$ cat src/rtl/keypad_scanner.sv
// 4x4 active-low matrix keypad scanner: column-multiplexed row sampling,
// per-frame hit accumulation and a frame-level press/release debounce FSM.
module keypad_scanner #(
   parameter int SCAN_DIVIDER   = 200_000,
   parameter int DEBOUNCE_SCANS = 4
) (
   input  logic       clk,
   input  logic       rst_n,
   input  logic [3:0] io_row,
   output logic [3:0] io_col,
   output logic [3:0] key_code,
   output logic       key_valid,
   output logic       key_held
);

   localparam int DW = (SCAN_DIVIDER > 1) ? $clog2(SCAN_DIVIDER) : 1;
   localparam int CW = $clog2(DEBOUNCE_SCANS + 1);
   localparam logic [DW-1:0] DIV_LAST  = DW'(SCAN_DIVIDER - 1);
   localparam logic [DW-1:0] DIV_ONE   = DW'(1);
   localparam logic [CW-1:0] DB_TARGET = CW'(DEBOUNCE_SCANS);
   localparam logic [CW-1:0] CNT_ONE   = CW'(1);

   typedef enum logic [1:0] {
      ST_IDLE     = 2'd0,
      ST_PRESS_DB = 2'd1,
      ST_HELD     = 2'd2,
      ST_REL_DB   = 2'd3
   } state_t;

   typedef enum logic [1:0] {
      FR_EMPTY  = 2'd0,
      FR_SINGLE = 2'd1,
      FR_MULTI  = 2'd2
   } frame_t;

   function automatic logic [2:0] f_popcount4(input logic [3:0] v);
      return {2'b00, v[0]} + {2'b00, v[1]} + {2'b00, v[2]} + {2'b00, v[3]};
   endfunction

   // Only meaningful when exactly one bit is set; lowest set bit wins otherwise.
   function automatic logic [1:0] f_row_index(input logic [3:0] v);
      logic [1:0] idx;
      if (v[0])      idx = 2'd0;
      else if (v[1]) idx = 2'd1;
      else if (v[2]) idx = 2'd2;
      else           idx = 2'd3;
      return idx;
   endfunction

   logic [3:0]    r_row_meta;
   logic [3:0]    r_row_sync;
   logic [DW-1:0] r_div;
   logic [1:0]    r_col;
   logic [3:0]    r_io_col;
   logic [1:0]    r_hits;
   logic [3:0]    r_hit_code;
   state_t        r_state;
   logic [3:0]    r_cand;
   logic [CW-1:0] r_cnt;
   logic [3:0]    r_key_code;
   logic          r_key_valid;
   logic          r_key_held;

   logic          w_tick;
   logic          w_frame_end;
   logic [1:0]    w_col_next;
   logic [3:0]    w_row_act;
   logic [2:0]    w_col_hits;
   logic [2:0]    w_total;
   logic [1:0]    w_hits_sat;
   logic [3:0]    w_code_next;
   frame_t        w_frame_res;
   logic [CW-1:0] w_cnt_inc;

   // Two-flop synchronizer for the asynchronous row inputs.
   always_ff @(posedge clk or negedge rst_n) begin
      if (!rst_n) begin
         r_row_meta <= 4'b1111;
         r_row_sync <= 4'b1111;
      end else begin
         r_row_meta <= io_row;
         r_row_sync <= r_row_meta;
      end
   end

   // Scan timing and the combined per-frame classification of sampled rows.
   always_comb begin
      w_tick      = (r_div == DIV_LAST);
      w_frame_end = w_tick && (r_col == 2'd3);
      w_col_next  = r_col + 2'd1;
      w_row_act   = ~r_row_sync;
      w_col_hits  = f_popcount4(w_row_act);
      w_total     = {1'b0, r_hits} + w_col_hits;
      if (w_total >= 3'd2) begin
         w_hits_sat = 2'd2;
      end else begin
         w_hits_sat = w_total[1:0];
      end
      if (w_col_hits == 3'd1) begin
         w_code_next = {r_col, f_row_index(w_row_act)};
      end else begin
         w_code_next = r_hit_code;
      end
      if (w_total == 3'd0) begin
         w_frame_res = FR_EMPTY;
      end else if (w_total == 3'd1) begin
         w_frame_res = FR_SINGLE;
      end else begin
         w_frame_res = FR_MULTI;
      end
      if (r_cnt >= DB_TARGET) begin
         w_cnt_inc = DB_TARGET;
      end else begin
         w_cnt_inc = r_cnt + CNT_ONE;
      end
   end

   // Refresh divider, column index and the registered column drive.
   always_ff @(posedge clk or negedge rst_n) begin
      if (!rst_n) begin
         r_div    <= '0;
         r_col    <= 2'd0;
         r_io_col <= 4'b1110;
      end else if (w_tick) begin
         r_div    <= '0;
         r_col    <= w_col_next;
         r_io_col <= ~(4'b0001 << w_col_next);
      end else begin
         r_div    <= r_div + DIV_ONE;
      end
   end

   // Frame accumulator; the frame-end tick consumes it and starts a fresh frame.
   always_ff @(posedge clk or negedge rst_n) begin
      if (!rst_n) begin
         r_hits     <= 2'd0;
         r_hit_code <= 4'd0;
      end else if (w_frame_end) begin
         r_hits     <= 2'd0;
         r_hit_code <= 4'd0;
      end else if (w_tick) begin
         r_hits     <= w_hits_sat;
         r_hit_code <= w_code_next;
      end else begin
         r_hits     <= r_hits;
         r_hit_code <= r_hit_code;
      end
   end

   // Debounce FSM, stepped once per frame, with registered key outputs.
   always_ff @(posedge clk or negedge rst_n) begin
      if (!rst_n) begin
         r_state     <= ST_IDLE;
         r_cand      <= 4'd0;
         r_cnt       <= '0;
         r_key_code  <= 4'd0;
         r_key_valid <= 1'b0;
         r_key_held  <= 1'b0;
      end else begin
         r_key_valid <= 1'b0;
         if (w_frame_end) begin
            case (r_state)
               ST_IDLE: begin
                  if (w_frame_res == FR_SINGLE) begin
                     r_cand <= w_code_next;
                     if (CNT_ONE >= DB_TARGET) begin
                        r_state     <= ST_HELD;
                        r_cnt       <= '0;
                        r_key_code  <= w_code_next;
                        r_key_valid <= 1'b1;
                        r_key_held  <= 1'b1;
                     end else begin
                        r_state <= ST_PRESS_DB;
                        r_cnt   <= CNT_ONE;
                     end
                  end else begin
                     r_state <= ST_IDLE;
                     r_cnt   <= '0;
                  end
               end
               ST_PRESS_DB: begin
                  if ((w_frame_res == FR_SINGLE) && (w_code_next == r_cand)) begin
                     if (w_cnt_inc >= DB_TARGET) begin
                        r_state     <= ST_HELD;
                        r_cnt       <= '0;
                        r_key_code  <= r_cand;
                        r_key_valid <= 1'b1;
                        r_key_held  <= 1'b1;
                     end else begin
                        r_cnt <= w_cnt_inc;
                     end
                  end else if (w_frame_res == FR_SINGLE) begin
                     r_cand <= w_code_next;
                     r_cnt  <= CNT_ONE;
                  end else begin
                     r_state <= ST_IDLE;
                     r_cnt   <= '0;
                  end
               end
               ST_HELD: begin
                  if (w_frame_res == FR_EMPTY) begin
                     if (CNT_ONE >= DB_TARGET) begin
                        r_state    <= ST_IDLE;
                        r_cnt      <= '0;
                        r_key_held <= 1'b0;
                     end else begin
                        r_state <= ST_REL_DB;
                        r_cnt   <= CNT_ONE;
                     end
                  end else begin
                     r_cnt <= '0;
                  end
               end
               ST_REL_DB: begin
                  if (w_frame_res == FR_EMPTY) begin
                     if (w_cnt_inc >= DB_TARGET) begin
                        r_state    <= ST_IDLE;
                        r_cnt      <= '0;
                        r_key_held <= 1'b0;
                     end else begin
                        r_cnt <= w_cnt_inc;
                     end
                  end else begin
                     r_state <= ST_HELD;
                     r_cnt   <= '0;
                  end
               end
               default: begin
                  r_state    <= ST_IDLE;
                  r_cnt      <= '0;
                  r_key_held <= 1'b0;
               end
            endcase
         end else begin
            r_state <= r_state;
         end
      end
   end

   assign io_col    = r_io_col;
   assign key_code  = r_key_code;
   assign key_valid = r_key_valid;
   assign key_held  = r_key_held;

endmodule

$ cat config.mk
export PLATFORM = sky130hd
export DESIGN_NAME = keypad_scanner
export DESIGN_NICKNAME = d
export VERILOG_FILES = /design/src/rtl/keypad_scanner.sv
export SDC_FILE = /design/constraint.sdc
export NUM_CORES = 1
export LEC_CHECK = 0
export ABC_AREA = 1
export BUFFER_PORTS_ARGS = -buffer_cell sky130_fd_sc_hd__buf_4
export CAP_MARGIN = 15
export CORE_MARGIN = 2
export CORE_UTILIZATION = 50
export DETAILED_ROUTE_END_ITERATION = 6
export GPL_ROUTABILITY_DRIVEN = 0
export GPL_TIMING_DRIVEN = 0
export MAX_ROUTING_LAYER = met4
export PLACE_DENSITY = 0.7
export SLEW_MARGIN = 20
export SYNTH_ARGS = -nofsm -noshare
export SYNTH_HDL_FRONTEND = slang
export SYNTH_SLANG_ARGS = --single-unit
$ cat constraint.sdc
create_clock -name clk -period 2.85 [get_ports clk]
set_input_delay 0.1425 -clock clk [delete_from_list [all_inputs] [get_ports clk]]
set_output_delay 0.1425 -clock clk [all_outputs]
set_load 0.01 [all_outputs]
[Yosys cells after proc, flatten, opt, wreduce, memory -nomap -nowiden]
Cells that the tools add are included.
Storage, ports and cells
  bits in registers: 53
  output and inout port bits: 10
  logic and storage cells: 95
Operators by class
  add/subtract/negate cells: 7
  $lt $le $gt $ge: 3
  equality and inequality tests: 18
  shift-type cells: 1
  mux-type cells: 39
  bitwise gates (word level): 2
  reduce and logical (&&, ||, !) cells: 12
Operators with widths (count)
  2-to-1 mux 2 bit: 13
  2-to-1 mux 4 bit: 5
  adder 18 x 1 -> 18 bit, second input constant: 1
  == test 18 bit, second input constant: 1
  2-to-1 mux 18 bit: 1
  2-to-1 mux 1 bit: 12
  2-to-1 mux 3 bit: 4
  != test 2 bit, second input constant: 6
  case mux 3 bit (4 select lines): 1
  != test 3 bit, second input constant: 3
  inverter 4 bit: 2
  case mux 2 bit (4 select lines): 1
  case mux 4 bit (2 select lines): 1
  == test 2 bit, second input constant: 3
  == test 3 x 1 -> 1 bit, second input constant: 2
  greater-or-equal comparator 3 bit, second input constant: 2
  AND reduction 6 bit: 1
  nonzero test 2 bit: 3
  AND reduction 5 bit: 1
  == test 2 x 1 -> 1 bit, second input constant: 2
  == test 4 bit: 1
  zero test 2 bit: 2
  AND reduction 4 bit: 1
  << shifter 1 x 2 -> 4 bit, first input constant: 1
  other kinds (11): 12

[Depth between registers and ports, before layout]
  depth in word-level cells: 13
  gate-level depth with buffers: 18

[Least setup slack after synthesis]
No wires, ideal clock.
  path kind: register to register
  start: register r_row_sync[1]
  end: register r_state[0]
  data arrival time: 2843 ps
  slack: -110 ps
  cell stages (with the launch flop): 18
  period minus slack after synthesis: 2960 ps
  path through: dfstp_2 > fa_1 > inv_1 > ha_1 > ha_1 > fa_1 > inv_1 > nand3_1 > nor2_2 > nand2_4 > o21ai_1 > nand2_1 > nand2_1 > nor2_2 > nand2_1 > nand2_1 > o21ai_1 > inv_1
On the way
  cells in the longest elaborated chain, start to end: 12
  elaborated cells between the ends (all ways): 26
  classes of those cells: 4 x add/sub; 8 x eq/ne; 9 x mux; 1 x bitwise; 4 x reduce/logical
Ends and longest elaborated chain
  start, declared: RTL line 51  | logic [3:0] r_row_sync;
  start signal, assigned: RTL line 82  | r_row_sync <= r_row_meta;
  inverter 4 bit (*): RTL line 91  | w_row_act = ~r_row_sync;
  adder 1 x 1 -> 2 bit: RTL line 37  | return {2'b00, v[0]} + {2'b00, v[1]} + {2'b00, v[2]} + {2'b00, v[3]};
  adder 2 x 1 -> 3 bit: RTL line 37
  adder 3 x 1 -> 3 bit: RTL line 37
  adder 2 x 3 -> 3 bit: RTL line 93  | w_total = {1'b0, r_hits} + w_col_hits;
  == test 3 x 1 -> 1 bit: RTL line 106  | end else if (w_total == 3'd1) begin
  2-to-1 mux 2 bit: RTL line 106
  2-to-1 mux 2 bit: RTL line 104  | if (w_total == 3'd0) begin
  == test 2 x 1 -> 1 bit: RTL line 164, 182, 192
  logical AND 1 bit: RTL line 182  | if ((w_frame_res == FR_SINGLE) && (w_code_next == r_cand)) begin
  != test 3 bit (no line) or 2-to-1 mux 2 bit (tied branches)
  AND reduction 5 bit (no line) or case mux 2 bit (4 select lines) (tied branches)
  end signal, assigned: RTL line 235  | r_state <= r_state;
  end, declared: RTL line 57  | state_t r_state;
Mark *: on every way between the ends. The rest lies on a longest branch, timed or not.
A chain may end at the register's enable or synchronous reset.

[Worst setup path after layout]
Ends and elaborated chain as after synthesis.

==> results.md <==
- Least-Margin Pin Slew: 0.655 ns
- First-pass DRT Iterations: 5
- Initial antenna violation count: 0
- Die height: 79.2 um
- Most frequent CP cell: nand2_2
- Post-synth top cells: nand2_1 (75), inv_1 (49), dfrtp_1 (42)
- Largest net degree at the start of global routing: 54
- Simple-gate area share of the yosys netlist: 0.295
- Async set-reset flop share out of synthesis: 1.00
- Vias per inst: between 4 and 5
- Worst Setup Path Type: register to register
- Psw: 382 uW
- Fin util: 0.626
- Initial Util: 0.517
- Overall Power: approximately 1500 uW
- Clk_skew: 0.00679 ns
- Area of the multi-input gates: between 1000 and 1500 um2
- Compound-cell area share of the yosys netlist: 0.0571
- Antenna Violating Nets Remaining: 0
- Vias in the first global route: 2063
- Root buffer cell: clkbuf_8
- Violated checks: negative setup slack
- WL final: 5.53 mm
- Worst Hold Class: register to register
- # IOs: 16
- Port buffer count: 15
- Startpoint types: register
- Area delta synth->final: 21.0%
- Clock tree sinks: 53
- Later-pin clock latency in the skew report: 0.32 ns
- Max-slew violation count: 0
- Critical path, cell by cell: fa_1 > inv_2 > ha_4 > ha_4 > fa_2 > inv_2 > nand3_4 > nor2_4 > nand2_4 > o21ai_2 > nand2_1 > nand2_2 > nor2_4 > nand2_2 > nand2_2 > o21ai_2 > inv_1
- Min Tclk post-route: 2.94 ns
- Main combinational cell family by area after synthesis: simple AND/OR/NAND/NOR gates
- Top cells by area, synth: dfrtp_1 (37%), dfstp_2 (10%), nand2_1 (10%)
- Lkg Pwr: approximately 0.0018 uW
- CTS tree: built
- CP required: 3.06 ns
- Synth area leader: dfrtp_1
- Count leader, synth: nand2_1
- Sequential Power Share: 0.517
- CP max stage delay: ~0.56 ns
- Status: finished with violations
- EDFF count, synth: 0
- Adder-cell share of the synthesized area: 0.0672
- CORE AREA: 5470 um2
- Clk pwr share: 0.345
- Post-Synthesis Cells: about 330
- Die width: 79.2 um
- Post-route insts no fill: ~450
- Synth unique cells: 31
- Sw frac: 0.258
- Antenna diodes: 0
- Pwr/cell area: 432 nW/um2
- Final Net Count: between 300 and 400
- DR iter-0 viols: 159
- Row count: 27
- Int Pwr: 1100 uW
- CP Capture Type: register
- Post-DR wirelength/cell: 12.4 um
- Part of the cycle the worst path needs: 1.03
- Placed insts: 419
- Yosys warning count: 0
- First-pass GRT wire length: 9.19 mm
- RSZ-0062 raised after global routing: yes
- Post-synthesis net count: approximately 350
- FF+latch count, synth: 53
- Share of layout cells above drive strength 1: 0.271
- Average size of a mapped cell: 8.52 um2
- Post-Synth XOR/XNOR Area: 0.0279
- Total gr overflow: 0
- Setup TNS: -0.320 ns
- CTS Buf Count: 5
- Filler cells: 488
- CTS Buffer Depth: 2
- Sequential cell area: 1340 um2
- H-tree depth: 2
- Drt drc: 0
- CTS clock-pin slew for the worst setup and hold paths: roughly 0.090 ns
- Hpwl dp: 3.67 mm
- Final Setup Violations: 6
- Via Count: 2205
- Max-slew headroom: 0.563
- Max rail drop VDD: 0.269 mV
- FMAX: 340 MHz
- Comb pwr share: 0.138
- Max FO, Critical Path: 4
- Die area: 6280 um2
- Max-cap viol count: 0
- Critical Path AT: between 3 and 4 ns
- GRT Overall Usage: 0.194
- Synth Flop Type: dfrtp_1
- Flop-to-flop setup slack: -0.09 ns
- Fin. Hold Viols: 0
- Max stage delay cell, worst path: dfstp_2
- Syn Std Cell Area: 2830 um2
- Post-route setup slack: -0.0899 ns
- Sequential share of the synthesized area: 0.474
- Post-synthesis mux area share: 0
- Yosys top cell area share: 0.372
==> path summary, 6_finish.rpt <==
path / endpoint / start / cells past startpoint
setup reg to reg: r_state[0]$_DFFE_PN0P_ / r_row_sync[1]$_DFF_PN1_ / 17
setup / recovery: r_state[0]$_DFFE_PN0P_ / r_row_sync[1]$_DFF_PN1_ / 17
hold / removal: r_row_sync[1]$_DFF_PN1_ / r_row_meta[1]$_DFF_PN1_ / 0
max in group asynchronous: r_state[0]$_DFFE_PN0P_ / rst_n / 2
hold reg to reg: r_row_sync[1]$_DFF_PN1_ / r_row_meta[1]$_DFF_PN1_ / 0
min in group asynchronous: r_div[1]$_DFF_PN0_ / rst_n / 2
==> final cells by class <==
| class | count | share of cell area |
|---|---|---|
| Multi-Input combinational cell | 221 | 0.407 |
| Inverter | 57 | 0.0629 |
| Clock inverter | 1 | 0.00219 |
| Buffer | 2 | 0.00256 |
| Tap cell | 72 | 0.0263 |
| Timing Repair Buffer | 32 | 0.0760 |
| Sequential cell | 53 | 0.391 |
| Clock buffer | 7 | 0.0314 |
==> worst max-delay path: cells and delay by family (launching register included) <==
kind | cells | cell delay [ns]
adders and majority gates | 4 | 1.22
and+or+nand+nor | 8 | 0.73
DFF | 1 | 0.56
buffers and inverters | 3 | 0.22
AOI/OAI and AO/OA | 2 | 0.11
==> metal layers <==
metal | global-route usage | vias to the layer above | wire length [um]
met3 | 0.0409 | 10 | 246
met4 | 0.0569 | 0 | 91
met2 | 0.303 | 56 | 2570
met5 | - | - | 0
met1 | 0.258 | 1020 | 2620
li1 | - | 1119 | -
==> state kept, by name, indices dropped and copies added, names as in the netlist, 2 cells and up <==
name / cells
r_state: 2
r_hit_code: 4
io_col: 4
r_hits: 2
r_cnt: 3
r_row_sync: 4
r_cand: 4
key_code: 4
r_div: 18
r_row_meta: 4
r_col: 2
==> layout by cell type, fill, tap and decap left out, types with 2 or more instances in the layout <==
| master | synthesis | routed |
|---|---|---|
| nand3_4 | 0 | 2 |
| o21ai_0 | 14 | 11 |
| dfstp_2 | 11 | 11 |
| dfrtp_1 | 42 | 42 |
| nor2_1 | 26 | 26 |
| nor4_1 | 2 | 2 |
| a21oi_1 | 5 | 5 |
| buf_4 | 0 | 25 |
| o21ai_2 | 1 | 5 |
| nand2_2 | 4 | 10 |
| clkbuf_8 | 0 | 6 |
| dlygate4sd3_1 | 0 | 5 |
| nand3_2 | 4 | 4 |
| nor3_1 | 4 | 4 |
| nor2_4 | 3 | 6 |
| xnor2_1 | 4 | 4 |
| o21ai_1 | 7 | 6 |
| nor2_2 | 7 | 4 |
| inv_1 | 49 | 47 |
| nand3_1 | 25 | 23 |
| xor2_1 | 5 | 5 |
| ha_1 | 12 | 9 |
| nand4_1 | 9 | 9 |
| nand2_4 | 7 | 9 |
| inv_2 | 6 | 8 |
| nand2_1 | 75 | 68 |
| buf_6 | 0 | 2 |
| ha_4 | 0 | 3 |
==> power by group through the flow <==
stage          registers [uW]  clock network, uW  logic (uW)
2_1_floorplan             779                  0         112
3_3_place_gp              779                  0         151
3_5_place_dp              779                  0         153
4_1_cts                   765                514         186
5_1_grt                   766                551         224
6_report                  765                509         204
==> metrics by stage <==
step / hold WS (ns) / instance area, um2 / setup WS (ns)
after detailed placement: 0.219 / 3070 / -0.198
after floorplan: -0.153 / 2860 / 0.0127
final: 0.360 / 3420 / -0.0899
after global placement: 0.218 / 3070 / -0.149
after global routing: 0.363 / 3420 / -0.198
after CTS: 0.362 / 3330 / -0.0288
==> cell families after synthesis <==
family          after synthesis
xor+xnor                      9
fa+ha+maj                    14
flops                        53
compound gates               30
buf+inv                      59
simple gates                167
==> timing repair <==
item                                    4_1_cts  5_1_grt
buffers inserted                              9        4
hold buffers                                  5        0
pin swaps                                     7       16
gates resized for setup                       6       21
endpoints found under the setup margin       10       15
cloned                                        1        0
hold endpoints to repair                     46        0
Note: power is estimated with default switching activity, not from simulation.
